$ cat config.mk
export PLATFORM = sky130hd
export DESIGN_NAME = pipeline_ctrl
export DESIGN_NICKNAME = d
export VERILOG_FILES = /design/src/rtl/pipeline_ctrl_pkg.sv /design/src/rtl/pipeline_ctrl_rs_use_decode.sv /design/src/rtl/pipeline_ctrl.sv
export SDC_FILE = /design/constraint.sdc
export NUM_CORES = 1
export LEC_CHECK = 0
export ABC_AREA = 1
export CAP_MARGIN = 20
export CORE_MARGIN = 2
export CORE_UTILIZATION = 37
export DETAILED_ROUTE_END_ITERATION = 8
export PLACE_DENSITY = 0.83
export SETUP_SLACK_MARGIN = 0.15
export SLEW_MARGIN = 10
export SYNTH_ARGS = -nofsm -noshare
export SYNTH_HDL_FRONTEND = slang
export SYNTH_SLANG_ARGS = --single-unit
$ cat constraint.sdc
create_clock -name clk -period 2.6 [get_ports clk]
set_input_delay 0.52 -clock clk [delete_from_list [all_inputs] [get_ports clk]]
set_output_delay 0.52 -clock clk [all_outputs]
set_load 0.02 [all_outputs]
$ cat src/rtl/pipeline_ctrl_pkg.sv
// Shared definitions for the pipeline stall/flush sequencer:
// RV32I opcode constants and the FSM state encoding.
package pipeline_ctrl_pkg;

    localparam logic [6:0] OPC_OP     = 7'b0110011;
    localparam logic [6:0] OPC_OP_IMM = 7'b0010011;
    localparam logic [6:0] OPC_LOAD   = 7'b0000011;
    localparam logic [6:0] OPC_STORE  = 7'b0100011;
    localparam logic [6:0] OPC_BRANCH = 7'b1100011;
    localparam logic [6:0] OPC_JALR   = 7'b1100111;
    localparam logic [6:0] OPC_JAL    = 7'b1101111;
    localparam logic [6:0] OPC_LUI    = 7'b0110111;
    localparam logic [6:0] OPC_AUIPC  = 7'b0010111;

    typedef enum logic [1:0] {
        PIPELINE_CTRL_RUN      = 2'd0,
        PIPELINE_CTRL_FLUSH    = 2'd1,
        PIPELINE_CTRL_MEM_WAIT = 2'd2
    } state_e;

endpackage

$ cat src/rtl/pipeline_ctrl_rs_use_decode.sv
// Source-register use decode: which of rs1/rs2 an opcode reads.
// Ports: opcode (in 7), use1 / use2 (out 1).
module rs_use_decode
    import pipeline_ctrl_pkg::*;
(
    input  logic [6:0] opcode,
    output logic       use1,
    output logic       use2
);

    always_comb begin
        use1 = 1'b0;
        use2 = 1'b0;
        unique case (opcode)
            OPC_OP, OPC_STORE, OPC_BRANCH: begin
                use1 = 1'b1;
                use2 = 1'b1;
            end
            OPC_OP_IMM, OPC_LOAD, OPC_JALR: begin
                use1 = 1'b1;
            end
            default: begin
                use1 = 1'b0;
                use2 = 1'b0;
            end
        endcase
    end

endmodule

$ cat src/rtl/pipeline_ctrl.sv
// Central stall/flush sequencer (RUN / FLUSH / MEM_WAIT), Mealy outputs.
// Inputs: clk, rst (sync, active-high), ID operands, EX rd/load/redirect,
//   memory handshake. Outputs: per-register stall/flush/bubble, state.
// Optional macro PIPELINE_CTRL_PERF_EN adds perf_stall_cycles and
//   perf_flush_cycles (PERF_WIDTH wide, saturating).
module pipeline_ctrl
    import pipeline_ctrl_pkg::*;
#(
    parameter int FLUSH_DEPTH = 2,
    parameter int PERF_WIDTH  = 32
) (
    input  logic                  clk,
    input  logic                  rst,
    input  logic [6:0]            id_opcode,
    input  logic [4:0]            id_rs1,
    input  logic [4:0]            id_rs2,
    input  logic [4:0]            ex_rd,
    input  logic                  ex_mem_read,
    input  logic                  ex_redirect,
    input  logic                  mem_req_valid,
    input  logic                  mem_ready,
    output logic                  pc_stall,
    output logic                  if_id_stall,
    output logic                  if_id_flush,
    output logic                  id_ex_stall,
    output logic                  id_ex_bubble,
    output logic                  ex_mem_stall,
    output logic [1:0]            state
`ifdef PIPELINE_CTRL_PERF_EN
    ,
    output logic [PERF_WIDTH-1:0] perf_stall_cycles,
    output logic [PERF_WIDTH-1:0] perf_flush_cycles
`endif
);

    localparam int CW = $clog2(FLUSH_DEPTH) + 1;
    localparam logic [CW-1:0] CNT_LOAD = CW'(FLUSH_DEPTH - 1);
    localparam logic [CW-1:0] CNT_ONE  = CW'(1);

    state_e        state_q, state_d;
    logic [CW-1:0] cnt_q, cnt_d;

    logic use1, use2;
    logic lu;
    logic miss;

    rs_use_decode u_dec (
        .opcode (id_opcode),
        .use1   (use1),
        .use2   (use2)
    );

    assign lu = ex_mem_read && (ex_rd != 5'd0) &&
                ((use1 && (id_rs1 == ex_rd)) ||
                 (use2 && (id_rs2 == ex_rd)));

    assign miss = mem_req_valid && !mem_ready;

    always_comb begin
        pc_stall     = 1'b0;
        if_id_stall  = 1'b0;
        if_id_flush  = 1'b0;
        id_ex_stall  = 1'b0;
        id_ex_bubble = 1'b0;
        ex_mem_stall = 1'b0;
        state_d      = state_q;
        cnt_d        = cnt_q;

        if (rst) begin
            if_id_flush  = 1'b1;
            id_ex_bubble = 1'b1;
            state_d      = PIPELINE_CTRL_RUN;
            cnt_d        = '0;
        end else if (miss && state_q != PIPELINE_CTRL_MEM_WAIT) begin
            // Freeze everything; the flush counter is kept so an
            // interrupted flush resumes where it left off.
            pc_stall     = 1'b1;
            if_id_stall  = 1'b1;
            id_ex_stall  = 1'b1;
            ex_mem_stall = 1'b1;
            state_d      = PIPELINE_CTRL_MEM_WAIT;
        end else if (state_q == PIPELINE_CTRL_MEM_WAIT && !mem_ready) begin
            pc_stall     = 1'b1;
            if_id_stall  = 1'b1;
            id_ex_stall  = 1'b1;
            ex_mem_stall = 1'b1;
        end else if (state_q == PIPELINE_CTRL_FLUSH ||
                     (state_q == PIPELINE_CTRL_MEM_WAIT &&
                      cnt_q != '0)) begin
            // Flush cycle; a MEM_WAIT exit with a pending count is
            // itself a flush cycle so the total stays FLUSH_DEPTH.
            if_id_flush  = 1'b1;
            id_ex_bubble = 1'b1;
            if (cnt_q <= CNT_ONE) begin
                state_d = PIPELINE_CTRL_RUN;
                cnt_d   = '0;
            end else begin
                state_d = PIPELINE_CTRL_FLUSH;
                cnt_d   = cnt_q - CNT_ONE;
            end
        end else begin
            // RUN, or MEM_WAIT exit with nothing pending.
            state_d = PIPELINE_CTRL_RUN;
            cnt_d   = '0;
            if (ex_redirect) begin
                if_id_flush  = 1'b1;
                id_ex_bubble = 1'b1;
                if (FLUSH_DEPTH > 1) begin
                    state_d = PIPELINE_CTRL_FLUSH;
                    cnt_d   = CNT_LOAD;
                end
            end else if (lu) begin
                pc_stall     = 1'b1;
                if_id_stall  = 1'b1;
                id_ex_bubble = 1'b1;
            end
        end
    end

    always_ff @(posedge clk) begin
        if (rst) begin
            state_q <= PIPELINE_CTRL_RUN;
            cnt_q   <= '0;
        end else begin
            state_q <= state_d;
            cnt_q   <= cnt_d;
        end
    end

    assign state = state_q;

`ifdef PIPELINE_CTRL_PERF_EN
    logic [PERF_WIDTH-1:0] perf_stall_q;
    logic [PERF_WIDTH-1:0] perf_flush_q;

    always_ff @(posedge clk) begin
        if (rst) begin
            perf_stall_q <= '0;
            perf_flush_q <= '0;
        end else begin
            if (pc_stall && !(&perf_stall_q))
                perf_stall_q <= perf_stall_q + 1'b1;
            if (if_id_flush && !(&perf_flush_q))
                perf_flush_q <= perf_flush_q + 1'b1;
        end
    end

    assign perf_stall_cycles = perf_stall_q;
    assign perf_flush_cycles = perf_flush_q;
`endif

endmodule

# Yosys cells after proc, flatten, opt, wreduce, memory -nomap -nowiden
# Index checks and enable logic that the tools add are counted.
word_totals:
  wordCells: 64
  ff_bits: 4
  in_bits: 28
  out_inout_bits: 8
op_classes:
  reduce_logical: 17
  eq_ne: 12
  magnitude_cmp: 1
  muxes: 28
  n_bitwise: 2
  n_addsub: 1
op_table:
  columns: ["cell", "count"]
  rows:
  - ["1-bit two-way mux", 23]
  - ["7-bit by 6-bit == test with 1-bit output, second input constant", 2]
  - ["7-bit == test, second input constant", 2]
  - ["5-bit == test", 2]
  - ["2-bit two-way mux", 5]
  - ["1-bit logical AND", 8]
  - ["7-bit by 2-bit == test with 1-bit output, second input constant", 1]
  - ["7-bit by 5-bit == test with 1-bit output, second input constant", 1]
  - ["6-bit OR reduction", 1]
  - ["5-bit nonzero test", 1]
  - ["2-bit inequality test, second input constant", 2]
  - ["3-bit OR reduction", 1]
  - ["2-bit by 1-bit == test with 1-bit output, second input constant", 1]
  - ["2-bit == test, second input constant", 1]
  - ["2-bit by 1-bit <= comparator with 1-bit output, second input constant", 1]
  - ["1-bit logical OR", 2]
  - ["1-bit NOT", 2]
  - ["2-bit AND reduction", 1]
  - ["2-bit nonzero test", 1]
  - ["2-bit OR reduction", 1]
  - ["2-bit by 1-bit subtractor with 2-bit output, second input constant", 1]
  - ["1-bit logical NOT", 1]

# Depth between registers and ports, before layout
# Gate-level depths: netlist of the first run.
logic_depth:
  ltp_word: 12
  depth_mapped: 11
  mapped_depth_nobuf: 10

# Cells and area by module
# From an unflattened synthesis of the first run, not the netlist that was laid out.
unflattened:
  hier_cells: 105
  hier_area_um2: 550.5
by_module_without_submodules:
  columns: ["mod", "area_per_inst_um2", "n_inst", "seq_area_each_um2", "cells_per_inst"]
  rows:
  - ["pipeline_ctrl", 475.5, 1, 80.1, 87]
  - ["rs_use_decode", 75.1, 1, 0.0, 18]

# Worst setup path after synthesis of the first run
# OpenSTA, ideal clock, no wires.
synth_path:
  kind: "reg-to-output"
  from: "register state_q[1] (netlist: state[1])"
  to: "output pc_stall"
  slack_ns: 0.635
  path_stages_with_launch: 10
  path_buffers: 1
  t_required_ns: 2.080
  arrival_time_ns: 1.445
  path_cell_list: "dfxtp_1 -> inv_2 -> nor2_4 -> nor2_2 -> nor2_4 -> inv_2 -> nand2_4 -> nand2_4 -> a21oi_2 -> buf_4"
synth_via:
  elab_chain_len: 7
  elab_cells_between_ends: 11
  cone_classes: "eq/ne: 3; mux: 4; reduce/logical: 4"
synth_rtl:
  columns: ["element", "line", "rtl"]
  rows:
  - ["start, declared", "pipeline_ctrl.sv:40", "state_e state_q, state_d;"]
  - ["start signal, assigned", "pipeline_ctrl.sv:125", "state_q <= state_d;"]
  - ["2-bit == test", "pipeline_ctrl.sv:82, pipeline_ctrl.sv:88", null]
  - ["1-bit logical AND", "pipeline_ctrl.sv:88", "(state_q == PIPELINE_CTRL_MEM_WAIT &&"]
  - ["1-bit logical OR", "pipeline_ctrl.sv:87", "end else if (state_q == PIPELINE_CTRL_FLUSH ||"]
  - ["1-bit two-way mux (2 in series)", null, null]
  - ["1-bit two-way mux (*) (2 in series)", null, null]
  - ["end, declared", "pipeline_ctrl.sv:22", "output logic pc_stall,"]
# Every way passes the cells marked *; elsewhere a longest branch is shown, timed or not.

# Worst setup path after layout of the first run
layout_path:
  from: "input id_opcode[5]"
  to: "output pc_stall"
layout_via:
  elab_chain_len: 12
  elab_cells_between_ends: 20
  cone_classes: "eq/ne: 6; mux: 8; reduce/logical: 6"
layout_rtl:
  columns: ["element", "line", "rtl"]
  rows:
  - ["start, declared", "pipeline_ctrl.sv:14", "input logic [6:0] id_opcode,"]
  - ["7-bit by 6-bit == test with 1-bit output (tied with other cells)", "pipeline_ctrl_rs_use_decode.sv:14", "unique case (opcode)"]
  - ["6-bit OR reduction (no line) or 3-bit OR reduction (tied branches)", null, null]
  - ["1-bit two-way mux", "pipeline_ctrl_rs_use_decode.sv:14", null]
  - ["1-bit logical AND, on equally long branches", "pipeline_ctrl.sv:54, pipeline_ctrl.sv:55", null]
  - ["1-bit logical OR (*)", "pipeline_ctrl.sv:54", "((use1 && (id_rs1 == ex_rd)) ||"]
  - ["1-bit logical AND (*)", "pipeline_ctrl.sv:53", "assign lu = ex_mem_read && (ex_rd != 5'd0) &&"]
  - ["1-bit two-way mux (*)", "pipeline_ctrl.sv:112", "end else if (lu) begin"]
  - ["1-bit two-way mux (*)", "pipeline_ctrl.sv:105", "if (ex_redirect) begin"]
  - ["1-bit two-way mux (*)", "pipeline_ctrl.sv:87", null]
  - ["1-bit two-way mux (*)", "pipeline_ctrl.sv:82", "end else if (state_q == PIPELINE_CTRL_MEM_WAIT && !mem_ready) begin"]
  - ["1-bit two-way mux (*)", "pipeline_ctrl.sv:74", "end else if (miss && state_q != PIPELINE_CTRL_MEM_WAIT) begin"]
  - ["1-bit two-way mux (*)", "pipeline_ctrl.sv:69", "if (rst) begin"]
# Marks and branches as above.

==> results of run 1 <==
state kept, by name (all words and copies together), names as in the netlist:
register  count
state         2
cnt_q         2
area by class of cell:
class | instances | area [um2]
clock buffers | 3 | 22.5
fillers | 120 | 385
inverters | 25 | 93.8
multi-input cells | 68 | 345
flip-flops and latches | 4 | 80.1
well taps | 15 | 18.8
repair buffers | 36 | 372
final timing paths:
path / startpoint / endpoint / slack (ns)
setup / recovery: id_opcode[5] / pc_stall / 0.25
hold / removal: cnt_q[0]$_SDFFE_PP0P_ / cnt_q[0]$_SDFFE_PP0P_ / 0.49
setup reg to reg: state[1]$_SDFFE_PP0P_ / cnt_q[0]$_SDFFE_PP0P_ / 1.55
hold reg to reg: cnt_q[0]$_SDFFE_PP0P_ / cnt_q[0]$_SDFFE_PP0P_ / 0.49
routing by layer:
layer,routed length (um),track usage,up-vias
met5,0,0,-
met1,483,0.142,285
met2,799,0.309,25
met4,29,0.116,0
met3,70,0.0435,4
li1,-,-,363
kinds of logic after synthesis:
group | share of synthesized area
xor gates and xnor gates | 0.0334
buffers and inverters | 0.208
and+or+nand+nor | 0.547
DFF | 0.153
AOI/OAI and AO/OA | 0.0597
power groups by stage:
| stage | registers, W | logic (W) | clock network, W |
|---|---|---|---|
| final | 0.0000691 | 0.000124 | 0.0000769 |
| after global routing | 0.0000696 | 0.000136 | 0.0000819 |
| after CTS | 0.0000691 | 0.000124 | 0.0000798 |
| after detailed placement | 0.0000701 | 0.000127 | 0 |
| after global placement | 0.0000699 | 0.000124 | 0 |
| after floorplan | 0.0000721 | 0.0000573 | 0 |
per-stage QoR:
| stage | total power (W) | hold WS, ns | setup TNS [ns] | cells |
|---|---|---|---|---|
| final | 0.000270 | 0.488 | 0 | 151 |
| after global routing | 0.000287 | 0.509 | 0 | 151 |
| after CTS | 0.000273 | 0.483 | 0 | 151 |
| after detailed placement | 0.000197 | 0.478 | -0.579 | 148 |
| after global placement | 0.000194 | 0.470 | -0.495 | 148 |
| after floorplan | 0.000129 | 0.450 | 0 | 99 |
what timing repair did:
item | in CTS | in global routing
setup endpoints to repair | 6 | 3
gates resized for setup | 12 | 16
pin swaps | 0 | 2
synthesized netlist by cell type, drive strengths merged:
master / instances
dfxtp: 4
inv: 25
buf: 2
nand2: 38
nor3: 1
xor2: 2
nor2: 16
nand3: 4
a21oi: 2
o21ai: 2
nand4: 3
worst register-to-register path: stages (launching register included):
cell     delay, ns
dfxtp_1       0.37
inv_2         0.06
nor2_4        0.10
nor2_2        0.06
nor2_4        0.08
inv_2         0.08
nor2_2        0.12
nand2_1       0.06
nand2_1       0.06
==> flow_metrics.py, run 1 <==
metrics = {
    "synthesis": {
        "avgSynthCellArea_um2": 5.30,
        "ys_types": 17,
        "synthCells": 99,
        "synth_area_um2": 524,
        "synth_seq_cells": 4,
        "yosysWarnings": 0,
        "syn_nets": 127,
        "synth_top_area_share": 0.243,
        "synth_top_cells_by_area": "nand2_1, dfxtp_1, inv_1",
        "yosysSeqAreaShare": 0.153,
        "yosys.area.top_type": "nand2_1",
    },
    "power": {
        "netSwitchingFraction": 0.327,
        "p_switching_w": 0.0000881,
        "p_leak_nw": 0.559,
        "intPower_w": 0.000182,
        "p_seq_frac": 0.256,
        "pwr-share-comb": 0.459,
        "ir_drop_mv": 0.140,
        "powerDensity_nw_per_um2": 289,
        "p_clk_frac": 0.285,
    },
    "drt": {
        "first_iter_violations": 6,
        "ant_nets": 0,
        "drc": 0,
        "wl_um": 1380,
        "drt_pre_antenna_iters": 4,
        "viasPerCell": 4.48,
        "wl_per_cell_um": 9.15,
        "vias": 677,
    },
    "layout": {
        "layout_commonest_cell": "nand2_1",
        "diodes": 0,
        "nets": 166,
        "fin_util": 0.708,
        "areaGrowthSynthToFinish_pct": 77.8,
        "final_cell_mix": "nand2_1, clkdlybuf4s50_1, inv_1",
        "drive_above_1_share": 0.199,
        "stdcell_area_um2": 932,
    },
    "clock_network": {
        "clockRootBuffer": "clkbuf_4",
        "clock-sinks": 4,
        "h-tree-depth": 1,
        "clock_latency_ns": 0.23,
        "cts_tree": "done",
        "cts_hold_buf": 0,
        "cts_buffers": 3,
        "clk_pin_slew_worst_paths_ns": 0.04,
        "cts.path.max_buffers": 2,
        "cts_setup_buffers": 0,
    },
    "sta": {
        "hold_viol": 0,
        "layout_setup_ws_ns": 0.253,
        "slew_viol_final": 0,
        "min_period_over_period": 0.903,
        "rsz0062_at_grt": "no",
        "tightest_slew_ns": 0.225,
        "period_needed_ns": 2.35,
        "fmax_mhz": 426,
        "setup-violations-final": 0,
        "clock_skew_ns": 0.000744,
        "slew_headroom": 0.851,
    },
    "place": {
        "placed_area_um2": 886,
        "numPortBuffers": 35,
        "place_ws_ns": -0.222,
        "dp_hpwl_um": 1200,
        "routabilityCongestion": 0.804,
    },
    "die": {
        "die_height_um": 41.6,
        "coreArea_um2": 1320,
        "io_pins": 36,
        "dieWidth_um": 41.6,
        "dieArea_um2": 1730,
        "num_rows": 13,
        "start_util": 0.398,
    },
    "critical_path": {
        "slowest_delay_ns": 0.45,
        "crit_path_end_kind": "output port",
        "path_delay_family": "buffers and inverters",
        "cp-start-kind": "primary input",
        "worst_ep_required_time_ns": 2.08,
        "worstPathMaxFanout": 2,
        "path_buf_inv": 4,
        "cp_common_cell": "nand2_1",
        "worstPathCellList": "clkdlybuf4s50_1 -> inv_1 -> nand2_1 -> nand2_1 -> inv_1 -> nand2_1 -> nor2_1 -> nand2_1 -> nand2_1 -> nand2_2 -> a21oi_4 -> buf_6",
        "arrival_ns": 1.83,
        "r2r_cells": 8,
        "critical-path-slowest-cell": "clkdlybuf4s50_1",
        "path_depth": 12,
        "critical_path_class": "primary input to output port",
    },
    "grt": {
        "grt.total_usage": 0.162,
        "grt_max_degree": 6,
        "antenna_found_initial": 0,
        "grt_pass1_wl_um": 2130,
        "overflow": 0,
        "grt_pass1_vias": 553,
    },
    "run": {
        "maxCapViolations": 0,
    },
    "min_path": {
        "hold_path_class": "register to register",
        "hold_path_depth": 2,
    },
    "outcome": {
        "outcome": "finished clean",
    },
}
Note: power is estimated with default switching activity, not from simulation.
==> run 2: changes to the inputs <==
--- a/config.mk
+++ b/config.mk
@@ -9,6 +9,7 @@
 export CAP_MARGIN = 20
 export CORE_MARGIN = 2
 export CORE_UTILIZATION = 37
+export CTS_BUF_LIST = sky130_fd_sc_hd__clkbuf_16
 export DETAILED_ROUTE_END_ITERATION = 8
 export PLACE_DENSITY = 0.83
 export SETUP_SLACK_MARGIN = 0.15
==> flow_metrics.py, run 2 (synthesized netlist as in run 1, its figures left out) <==
metrics = {
    "critical_path": {
        "worstPathMaxFanout": 2,
        "critical-path-slowest-cell": "clkdlybuf4s50_1",
        "r2r_end": "cnt_q[0]$_SDFFE_PP0P_",
        "cp_common_cell": "nand2_1",
        "worstPathCellList": "clkdlybuf4s50_1 -> inv_1 -> nand2_1 -> nand2_1 -> inv_1 -> nand2_1 -> nor2_1 -> nand2_1 -> nand2_1 -> nand2_2 -> a21oi_4 -> buf_6",
        "critical_path_class": "primary input to output port",
        "r2r_slack_ns": 1.55,
        "crit_path_end_kind": "output port",
        "crit_start": "id_opcode[5]",
        "path_depth": 12,
        "slowest_delay_ns": 0.45,
        "path_buf_inv": 4,
        "r2r_cells": 8,
        "cp-start-kind": "primary input",
        "worst_ep_required_time_ns": 2.08,
        "endpoint": "pc_stall",
        "path_delay_family": "buffers and inverters",
        "arrival_ns": 1.82,
        "rr_startpoint": "state[1]$_SDFFE_PP0P_",
    },
    "sta": {
        "setup_tns_ns": 0,
        "hold_viol": 0,
        "min_period_over_period": 0.902,
        "rsz0062_at_grt": "no",
        "period_needed_ns": 2.34,
        "fmax_mhz": 427,
        "setup-violations-final": 0,
        "clock_skew_ns": 0.000343,
        "tightest_slew_ns": 0.225,
        "slew_headroom": 0.851,
        "slew_viol_final": 0,
    },
    "grt": {
        "grt_max_degree": 6,
        "antenna_found_initial": 0,
        "grt_pass1_vias": 564,
        "grt_pass1_wl_um": 2200,
        "overflow": 0,
        "grt.total_usage": 0.174,
    },
    "clock_network": {
        "cts_tree": "done",
        "clockRootBuffer": "clkbuf_16",
        "cts_buffers": 3,
        "cts.path.max_buffers": 2,
        "clk_pin_slew_worst_paths_ns": 0.03,
        "clock-sinks": 4,
        "h-tree-depth": 1,
        "clock_latency_ns": 0.23,
    },
    "die": {
        "start_util": 0.398,
        "die_height_um": 41.6,
        "coreArea_um2": 1320,
        "io_pins": 36,
        "num_rows": 13,
        "dieArea_um2": 1730,
        "dieWidth_um": 41.6,
    },
    "power": {
        "p_total_w": 0.000434,
        "powerDensity_nw_per_um2": 441,
        "intPower_w": 0.000327,
        "netSwitchingFraction": 0.248,
        "pwr-share-comb": 0.284,
        "ir_drop_mv": 0.271,
        "p_switching_w": 0.000108,
        "p_clk_frac": 0.557,
        "p_seq_frac": 0.159,
        "p_leak_nw": 0.582,
    },
    "layout": {
        "diodes": 0,
        "nets": 166,
        "fin_cells": 151,
        "final_cell_mix": "nand2_1, clkdlybuf4s50_1, inv_1",
        "layout_commonest_cell": "nand2_1",
        "drive_above_1_share": 0.199,
        "areaGrowthSynthToFinish_pct": 87.8,
        "fin_util": 0.747,
    },
    "place": {
        "dp.cells": 148,
        "dp_hpwl_um": 1200,
        "numPortBuffers": 35,
        "routabilityCongestion": 0.804,
    },
    "min_path": {
        "hp-start": "cnt_q[0]$_SDFFE_PP0P_",
        "hold_path_class": "register to register",
    },
    "drt": {
        "wl_um": 1390,
        "viasPerCell": 4.44,
        "first_iter_violations": 8,
        "wl_per_cell_um": 9.23,
        "vias": 671,
        "ant_nets": 0,
        "drt_pre_antenna_iters": 4,
        "drc": 0,
    },
    "outcome": {
        "outcome": "finished clean",
    },
    "run": {
        "maxCapViolations": 0,
    },
}
run 2: cell count changes in the layout (fill, tap and decap cells not counted):
| cell | change |
|---|---|
| clkbuf_16 | +3 |
| clkbuf_4 | -3 |
run 2: final cells by class:
type | count | area (um2)
Multi-Input combinational cell | 68 | 345
Clock buffer | 3 | 75.1
Sequential cell | 4 | 80.1
Inverter | 25 | 93.8
Timing Repair Buffer | 36 | 372
Tap cell | 15 | 18.8
Fill cell | 117 | 333
run 2: routing by layer:
metal | up-vias | part of all wire | GRT usage
li1 | 362 | - | -
met5 | - | 0 | 0
met3 | 4 | 0.042 | 0.0435
met1 | 282 | 0.36 | 0.150
met2 | 23 | 0.56 | 0.313
met4 | 0 | 0.034 | 0.174
run 2: worst min-delay path by stage:
stage	to	slack, ns	depth (start not counted)
after global placement	cnt_q[1]$_SDFFE_PP0P_	0.47	2
final	cnt_q[0]$_SDFFE_PP0P_	0.49	2
after CTS	cnt_q[0]$_SDFFE_PP0P_	0.48	2
after detailed placement	cnt_q[0]$_SDFFE_PP0P_	0.48	2
after global routing	cnt_q[1]$_SDFFE_PP0P_	0.51	2
after floorplan	cnt_q[1]$_SDFFE_PP0P_	0.45	2
run 2: worst min-delay path: stages (launching register included):
cell and delay (ns):
dfxtp_1 0.32, nand2_1 0.07, nand2_1 0.04
run 2: metrics by stage:
| stage | instance area, um2 | hold WS, ns | worst slack [ns] |
|---|---|---|---|
| 6_report | 985 | 0.488 | 0.255 |
| 5_1_grt | 985 | 0.508 | 0.155 |
| 4_1_cts | 953 | 0.482 | 0.129 |
| 3_5_place_dp | 886 | 0.478 | -0.222 |
| 3_3_place_gp | 886 | 0.470 | -0.187 |
| 2_1_floorplan | 524 | 0.450 | 0.635 |
run 2: power groups by stage:
stage | logic [W] | registers [W] | clock network (W)
detailed placement | 0.000127 | 0.0000701 | 0
global placement | 0.000124 | 0.0000699 | 0
global route | 0.000135 | 0.0000697 | 0.000249
floorplan | 0.0000573 | 0.0000721 | 0
CTS | 0.000124 | 0.0000692 | 0.000244
finish | 0.000123 | 0.0000692 | 0.000242
run 2: repair_timing:
item                                    4_1_cts  5_1_grt
endpoints found under the setup margin        6        3
buffers inserted                              0        0
pin swaps                                     0        2
hold buffers                                  0        0
gates cloned                                  0        0
resized for setup                            12       16
